$ cat config.mk
export PLATFORM = sky130hd
export DESIGN_NAME = score_display_scheduler
export DESIGN_NICKNAME = d
export VERILOG_FILES = /design/src/rtl/score_display_scheduler.sv
export SDC_FILE = /design/constraint.sdc
export NUM_CORES = 1
export LEC_CHECK = 0
export ABC_AREA = 1
export BUFFER_PORTS_ARGS = -buffer_cell sky130_fd_sc_hd__buf_2
export CAP_MARGIN = 20
export CORE_ASPECT_RATIO = 1.75
export CORE_MARGIN = 10
export CORE_UTILIZATION = 40
export DETAILED_ROUTE_END_ITERATION = 7
export PLACE_DENSITY_LB_ADDON = 0.25
export SYNTH_ARGS = -nofsm -noshare
export SYNTH_HDL_FRONTEND = slang
export SYNTH_SLANG_ARGS = --single-unit
$ cat constraint.sdc
create_clock -name clk -period 4.96 [get_ports clk]
set_clock_uncertainty 0.15 [all_clocks]
set_input_delay 0.992 -clock clk [delete_from_list [all_inputs] [get_ports clk]]
set_output_delay 0.992 -clock clk [all_outputs]
set_load 0.05 [all_outputs]
$ cat src/rtl/score_display_scheduler.sv
// ----------------------------------------------------------------------------
// score_display_scheduler
//
// Game-flow controller and 3-digit display scanner for a collision game.
// A two-state FSM (PLAY / OVER) turns collision pulses into increment and
// clear commands for an external score tracker. The display side scans the
// three BCD digits one at a time: the current score in PLAY, the blinking
// high score in OVER.
//
// Optional build macro:
//   LEAD_ZERO_BLANK_EN - blank the leading zero digits (hundreds, then tens).
//                        The ones digit is never blanked.
//
// Parameters:
//   SCAN_DIV   - clocks per digit-scan step (1..255)
//   BLINK_HALF - clocks per blink half-period in OVER (1..255)
//
// Ports:
//   clk        in   clock
//   rst        in   asynchronous active-high reset
//   good_evt   in   single-cycle good-collision pulse
//   bad_evt    in   single-cycle bad-collision pulse
//   start      in   single-cycle restart pulse
//   max_hit    in   level, the tracker's score is at its maximum
//   cur_bcd    in   current score {hundreds, tens, ones}
//   hi_bcd     in   high score {hundreds, tens, ones}
//   score_inc  out  one-cycle increment command to the tracker
//   score_clr  out  one-cycle clear command to the tracker
//   digit_sel  out  active digit: 0=ones, 1=tens, 2=hundreds
//   digit_val  out  BCD value of the active digit
//   digit_en   out  active digit lit
//   game_over  out  high while the FSM is in OVER
// ----------------------------------------------------------------------------
module score_display_scheduler #(
    parameter int unsigned SCAN_DIV   = 1,
    parameter int unsigned BLINK_HALF = 25
) (
    input  logic        clk,
    input  logic        rst,
    input  logic        good_evt,
    input  logic        bad_evt,
    input  logic        start,
    input  logic        max_hit,
    input  logic [11:0] cur_bcd,
    input  logic [11:0] hi_bcd,
    output logic        score_inc,
    output logic        score_clr,
    output logic [1:0]  digit_sel,
    output logic [3:0]  digit_val,
    output logic        digit_en,
    output logic        game_over
);

    typedef enum logic {
        PLAY = 1'b0,
        OVER = 1'b1
    } state_t;

    state_t state, state_next;
    logic   inc_next, clr_next;

    // ------------------------------------------------------------------
    // FSM next-state and command decode
    // ------------------------------------------------------------------
    // NOTE: every signal written here gets a default first, so no path can
    // leave it unassigned and infer a latch.
    always_comb begin
        state_next = state;
        inc_next   = 1'b0;
        clr_next   = 1'b0;
        case (state)
            PLAY: begin
                // A bad collision or a saturated score ends the game and
                // takes priority over a coincident good collision.
                if (bad_evt || max_hit) begin
                    state_next = OVER;
                end else if (good_evt) begin
                    inc_next = 1'b1;
                end
            end
            OVER: begin
                if (start) begin
                    state_next = PLAY;
                    clr_next   = 1'b1;
                end
            end
            default: state_next = PLAY;
        endcase
    end

    // inc is only decoded in PLAY and clr only in OVER, so the two commands
    // are mutually exclusive by construction.
    // NOTE: the reset is asynchronous, so it appears in the sensitivity list
    // and aborts any pending pulse the moment rst rises.
    always_ff @(posedge clk or posedge rst) begin
        if (rst) begin
            state     <= PLAY;
            game_over <= 1'b0;
            score_inc <= 1'b0;
            score_clr <= 1'b0;
        end else begin
            // NOTE: sequential state uses non-blocking assignments so every
            // flop samples pre-edge values regardless of statement order.
            state     <= state_next;
            game_over <= (state_next == OVER);
            score_inc <= inc_next;
            score_clr <= clr_next;
        end
    end

    // ------------------------------------------------------------------
    // Free-running digit scan
    // ------------------------------------------------------------------
    logic [7:0]  scan_cnt;
    logic        scan_wrap;
    logic [1:0]  sel_next;
    logic [11:0] src_bcd;
    logic [3:0]  nib_next;

    assign scan_wrap = (scan_cnt == 8'(SCAN_DIV - 1));
    assign src_bcd   = (state == OVER) ? hi_bcd : cur_bcd;

    always_comb begin
        sel_next = digit_sel;
        if (scan_wrap) begin
            sel_next = (digit_sel == 2'd2) ? 2'd0 : digit_sel + 2'd1;
        end
    end

    // The value register is loaded with the nibble for the digit that
    // becomes active on this edge, so digit_val lines up with digit_sel.
    always_comb begin
        nib_next = src_bcd[3:0];
        case (sel_next)
            2'd1:    nib_next = src_bcd[7:4];
            2'd2:    nib_next = src_bcd[11:8];
            default: nib_next = src_bcd[3:0];
        endcase
    end

    always_ff @(posedge clk or posedge rst) begin
        if (rst) begin
            scan_cnt  <= 8'd0;
            digit_sel <= 2'd0;
            digit_val <= 4'd0;
        end else begin
            scan_cnt  <= scan_wrap ? 8'd0 : scan_cnt + 8'd1;
            digit_sel <= sel_next;
            digit_val <= nib_next;
        end
    end

    // ------------------------------------------------------------------
    // Blink generator (OVER only)
    // ------------------------------------------------------------------
    logic [7:0] blink_cnt;
    logic       blink_phase;

    // Counting only while staying in OVER clears the blinker on entry and
    // on exit, so the display always starts lit.
    always_ff @(posedge clk or posedge rst) begin
        if (rst) begin
            blink_cnt   <= 8'd0;
            blink_phase <= 1'b0;
        end else if (state == OVER && state_next == OVER) begin
            if (blink_cnt == 8'(BLINK_HALF - 1)) begin
                blink_cnt   <= 8'd0;
                blink_phase <= ~blink_phase;
            end else begin
                blink_cnt <= blink_cnt + 8'd1;
            end
        end else begin
            blink_cnt   <= 8'd0;
            blink_phase <= 1'b0;
        end
    end

    // ------------------------------------------------------------------
    // Digit enable
    // ------------------------------------------------------------------
`ifdef LEAD_ZERO_BLANK_EN
    // Zero flags are sampled from the same source and edge as digit_val so
    // the blanking decision always matches the digit on display.
    logic hund_zero, tens_zero;
    logic lead_ok;

    always_ff @(posedge clk or posedge rst) begin
        if (rst) begin
            hund_zero <= 1'b0;
            tens_zero <= 1'b0;
        end else begin
            hund_zero <= (src_bcd[11:8] == 4'd0);
            tens_zero <= (src_bcd[7:4] == 4'd0);
        end
    end

    always_comb begin
        lead_ok = 1'b1;
        case (digit_sel)
            2'd2:    lead_ok = ~hund_zero;
            2'd1:    lead_ok = ~(hund_zero & tens_zero);
            default: lead_ok = 1'b1;
        endcase
    end

    assign digit_en = ~blink_phase & lead_ok;
`else
    assign digit_en = ~blink_phase;
`endif

endmodule

# --- Yosys cells after proc, flatten, opt, wreduce, memory -nomap -nowiden ---
# Cells that the tools add are included.
classes:
  add_sub_neg: 3
  reduce_logical: 3
  bitwise: 2
  n_eq_ne: 5
  mux: 17
ops:
  columns: ["operator", "n"]
  rows:
  - ["$mux 8", 3]
  - ["$add 8x1->8 const B", 2]
  - ["$mux 12", 1]
  - ["$mux 1", 9]
  - ["$eq 8x5->1 const B", 1]
  - ["$logic_not 8->1", 1]
  - ["$pmux 4 s2", 1]
  - ["$eq 2x2->1 const B", 2]
  - ["$mux 2", 2]
  - ["$add 2x1->2 const B", 1]
  - ["$eq 2x1->1 const B", 1]
  - ["$ne 2x1->1 const B", 1]
  - ["$not 1->1", 2]
  - ["$pmux 1 s2", 1]
  - ["$logic_and 1x1->1", 1]
  - ["$logic_or 1x1->1", 1]
totals:
  elab_cells: 38
  ff_bits: 26
  in_bits: 30
  out_inout_bits: 10

# --- Longest topological paths before layout ---
depth:
  word_depth: 5
  mapped_depth: 12

# --- Worst setup path before layout ---
# Ideal clock, no wire load.
synth_path:
  path_kind: "flip-flop to flip-flop"
  startpoint: "reg scan_cnt[0]"
  endpoint: "reg digit_val[1]"
  setup_slack_ns: 3.101
  arrival_time_ns: 1.591
  synth_period_minus_slack_ns: 1.859
  path_buffers: 0
  setup_time_ns: 0.119
  stages_incl_launch_ff: 13
  path_cell_list: "dfrtp_1 inv_1 ha_1 inv_1 nor3_1 nand2_2 nand2_1 o21ai_1 ha_1 inv_2 nor2_1 o21ai_1 nand2_1"
synth_between:
  elab_chain_len: 4
synth_lines:
  columns: ["element", "line_no", "source"]
  rows:
  - ["start, declared", "114", "logic [7:0] scan_cnt;"]
  - ["start signal, assigned", "147", "scan_cnt <= scan_wrap ? 8'd0 : scan_cnt + 8'd1;"]
  - ["$logic_not 8->1 *", "120", "assign scan_wrap = (scan_cnt == 8'(SCAN_DIV - 1));"]
  - ["$mux 2 *", "125", "if (scan_wrap) begin"]
  - ["named net sel_next[1]", "116", "logic [1:0] sel_next;"]
  - ["$eq 2x2->1 or $eq 2x1->1 (tied branches)", "134", "case (sel_next)"]
  - ["$pmux 4 s2 *", "134", null]
  - ["named net nib_next[1]", "118", "logic [3:0] nib_next;"]
  - ["end signal, assigned", "149", "digit_val <= nib_next;"]
  - ["end, declared", "49", "output logic [3:0] digit_val,"]
# Mark *: on every way through the listed nets, which the timed path passes. The rest lies on a longest branch.
# A chain may end at the register's enable or synchronous reset.

==> impl_metrics.csv <==
group,metric,value,unit
floorplanning,die_h,101,µm
synth,seq_area_frac_synth,0.435,
critical_path,cp-start-kind,"register",
clock_tree,clock-root-buffer,"clkbuf_8",
synth,synth_ff_type,"dfrtp_1",
synth,synthTopCellsByArea,"dfrtp_1 (43%), nand2_1 (16%), inv_1 (9.3%)",
critical_path,path_cells,"buf_2",
critical_path,path_class,"register to output pin",
min_path,hold_path_end,"scan_cnt[0]",
grt,grt_max_degree,27,
drt,drc_errors,0,
critical_path,rrSetupSlack,2.95,ns
critical_path,crit_buf_inv,1,
floorplanning,num_io_pins,40,
synth,yosysTopAreaCellShare,0.435,
grt,grt_pass1_vias,1344,
drt,wirelength,3050,µm
run_status,status,"finished clean",
clock_tree,cts.clk_slew.worst_paths,0.09,ns
synth,synth_nets,250,
timing,post-route-period-util,0.487,
critical_path,crit_required,3.82,ns
pwr,switching_share,0.281,
drt,vias_per_cell,4.36,
pwr,p_comb_frac,0.170,
synth,synth_top_family_by_area,"simple AND/OR/NAND/NOR gates",
drt,num_vias,1316,
synth,synth_compound_area_frac,0.0452,
clock_tree,clockBufferDepth,2,
critical_path,slowest_stage,"dfrtp_1",
final_layout,drive_above_1_share,0.219,
min_path,min_path_cells,1,
floorplanning,core_area,0.00363,mm²
critical_path,r2r_end,"digit_val[2]",
grt,grt_usage,0.100,
synth,ys_types,19,
placed_design,hpwl,2540,µm
critical_path,cp_max_fo,16,
pwr,pwr-share-clk,0.314,
pwr,leakage,1.03,nW
final_layout,n_fill_cell,393,
synth,synth_simple_gate_area_share,0.302,
pwr,powerDensity,241,mW/mm²
synth,yosys-mux-area-fraction,0,
synth,synth-edff-count,0,
final_layout,antenna-diode-count,0,
grt,grt_first_pass_wirelength,5390,µm
timing,max_clock_freq,0.414,GHz
drt,ant_nets,0,
timing,tightestPinTransition,0.469,ns
drt,dr.pass1.iters,4,
critical_path,reg2reg_from,"scan_cnt[0]",
clock_tree,postCtsResizedCells,0,
grt,gr-total-overflow,0,
floorplanning,dieArea,0.00668,mm²
synth,syn_inst,214,
synth,yosysWarnings,0,
min_path,hp-class,"register to register",
synth,synth-seq-cells,26,
timing,relSlewSlack,0.687,
placed_design,dp.cells,297,
clock_tree,cts_setup_buffers,0,
floorplanning,die_w,66.2,µm
synth,synth_most_common_cell,"nand2_1",
clock_tree,clkSinkCount,26,
synth,synthAdderAreaFrac,0.0502,
timing,hold_violations,0,
final_layout,seq_area,651,µm²
drt,detail_route.iter0.violations,15,
critical_path,reg2reg_depth,12,
critical_path,cp_top_family,"flip-flops",
clock_tree,cts_buffers,3,
pwr,ir_drop,0.000119,V
pwr,p_seq_frac,0.517,
synth,syn_avg_cell_area,6.99,µm²
synth,synth_xor_area_frac,0.0351,
synth,async_flop_share,1.00,
clock_tree,cts_hold_buf,0,
job,cap_violations,0,
synth,yosys-top-cells-count,"nand2_1 (63), inv_1 (37), nor2_1 (31)",
min_path,hold_start,"scan_cnt[0]",
final_layout,syn_to_final_growth,21.2,%
grt,antenna_found_initial,0,
floorplanning,initial_core_util,0.412,
clock_tree,htreeDepth,1,
pwr,p_int,315,µW
placed_design,routabilityCongestion,0.781,
timing,fin_tns_setup,0,ns
clock_tree,cts_tree,"done",
synth,netlist_area,0.00150,mm²
critical_path,worstSetupEndpointType,"output pin",
critical_path,critical_path_arrival,1.27,ns
timing,final-max-slew-violation-count,0,
pwr,switching_power,123,µW
timing,period_needed,2.41,ns
timing,grt_setup_unrepaired,"false",
timing,setup_viol,0,
critical_path,max_stage_delay,0.64,ns
synth,yosysTopAreaCell,"dfrtp_1",
final_layout,multiInputGateArea,647,µm²
floorplanning,row_count,29,
drt,wl_per_cell,10.1,µm
final_layout,fin_nets,293,
final_layout,final_cell_count_no_fill,302,
clock_tree,clock_latency,0.27,ns
placed_design,port_buffers,39,
==> cell type report <==
type / instances / area share
flip-flops and latches: 26 / 0.359
multi-input cells: 138 / 0.357
repair buffers: 40 / 0.123
inverters: 48 / 0.0994
well taps: 46 / 0.0317
clock buffers: 4 / 0.0304
==> registers in the layout (all words and copies together), names as in the netlist <==
signal and cells:
blink_cnt 8, scan_cnt 8, digit_val 4, digit_sel 2, blink_phase 1, score_clr 1
score_inc 1, state 1
==> layout by cell type, fill, tap and decap left out <==
| cell type | Yosys | layout |
|---|---|---|
| nand2_1 | 63 | 63 |
| buf_2 | 0 | 39 |
| inv_1 | 37 | 37 |
| nor2_1 | 31 | 31 |
| dfrtp_1 | 26 | 26 |
| nand3_1 | 15 | 15 |
| inv_2 | 10 | 10 |
| o21ai_1 | 10 | 10 |
| ha_1 | 6 | 6 |
| xor2_1 | 4 | 4 |
| clkbuf_8 | 0 | 4 |
| xnor2_1 | 2 | 2 |
| a21oi_1 | 2 | 2 |
| nor2_2 | 1 | 1 |
| nand4_1 | 1 | 1 |
| nor3_1 | 1 | 1 |
| nand2_2 | 1 | 1 |
| clkinv_1 | 1 | 1 |
| o21bai_1 | 1 | 1 |
| buf_16 | 0 | 1 |
==> cell families (layout without fill, tap and decap cells) <==
logic type	Yosys count	in the layout
and+or+nand+nor	113	113
buffers and inverters	50	92
DFF	26	26
AOI/OAI and AO/OA	13	13
adders and majority gates	6	6
xor gates and xnor gates	6	6
==> through the flow <==
stage | hold WS (ns) | utilization | power [mW] | setup slack [ns] | area, µm²
after global placement | 0.315 | 0.477 | 0.303 | 2.85 | 1730
after floorplan | 0.299 | - | 0.281 | 3.10 | 1500
after global routing | 0.370 | 0.500 | 0.464 | 2.47 | 1810
after CTS | 0.339 | 0.492 | 0.441 | 2.54 | 1790
final | 0.333 | 0.500 | 0.437 | 2.55 | 1810
after detailed placement | 0.326 | 0.477 | 0.303 | 2.84 | 1730
==> routing by layer <==
layer / wire [µm] / part of all wire / vias to the layer above / track usage
li1: - / - / 716 / -
met1: 1310 / 0.43 / 562 / 0.100
met2: 1490 / 0.49 / 33 / 0.176
met3: 176 / 0.058 / 5 / 0.0290
met4: 72 / 0.024 / 0 / 0.0583
met5: 0 / 0 / - / 0
==> worst max-delay path by stage <==
stage / startpoint / endpoint / cells past startpoint
final: state / game_over / 1
after CTS: state / game_over / 1
after global placement: state / game_over / 1
after detailed placement: state / game_over / 1
after global routing: state / game_over / 1
after floorplan: scan_cnt[0] / digit_val[1] / 12
==> power groups by stage <==
stage          Clock (mW)  Sequential (mW)  Combinational (mW)
2_1_floorplan           0            0.248              0.0329
3_3_place_gp            0            0.230              0.0728
3_5_place_dp            0            0.230              0.0730
4_1_cts             0.142            0.226              0.0732
5_1_grt             0.152            0.227              0.0847
6_report            0.137            0.226              0.0742
Note: power is estimated with default switching activity, not from simulation.
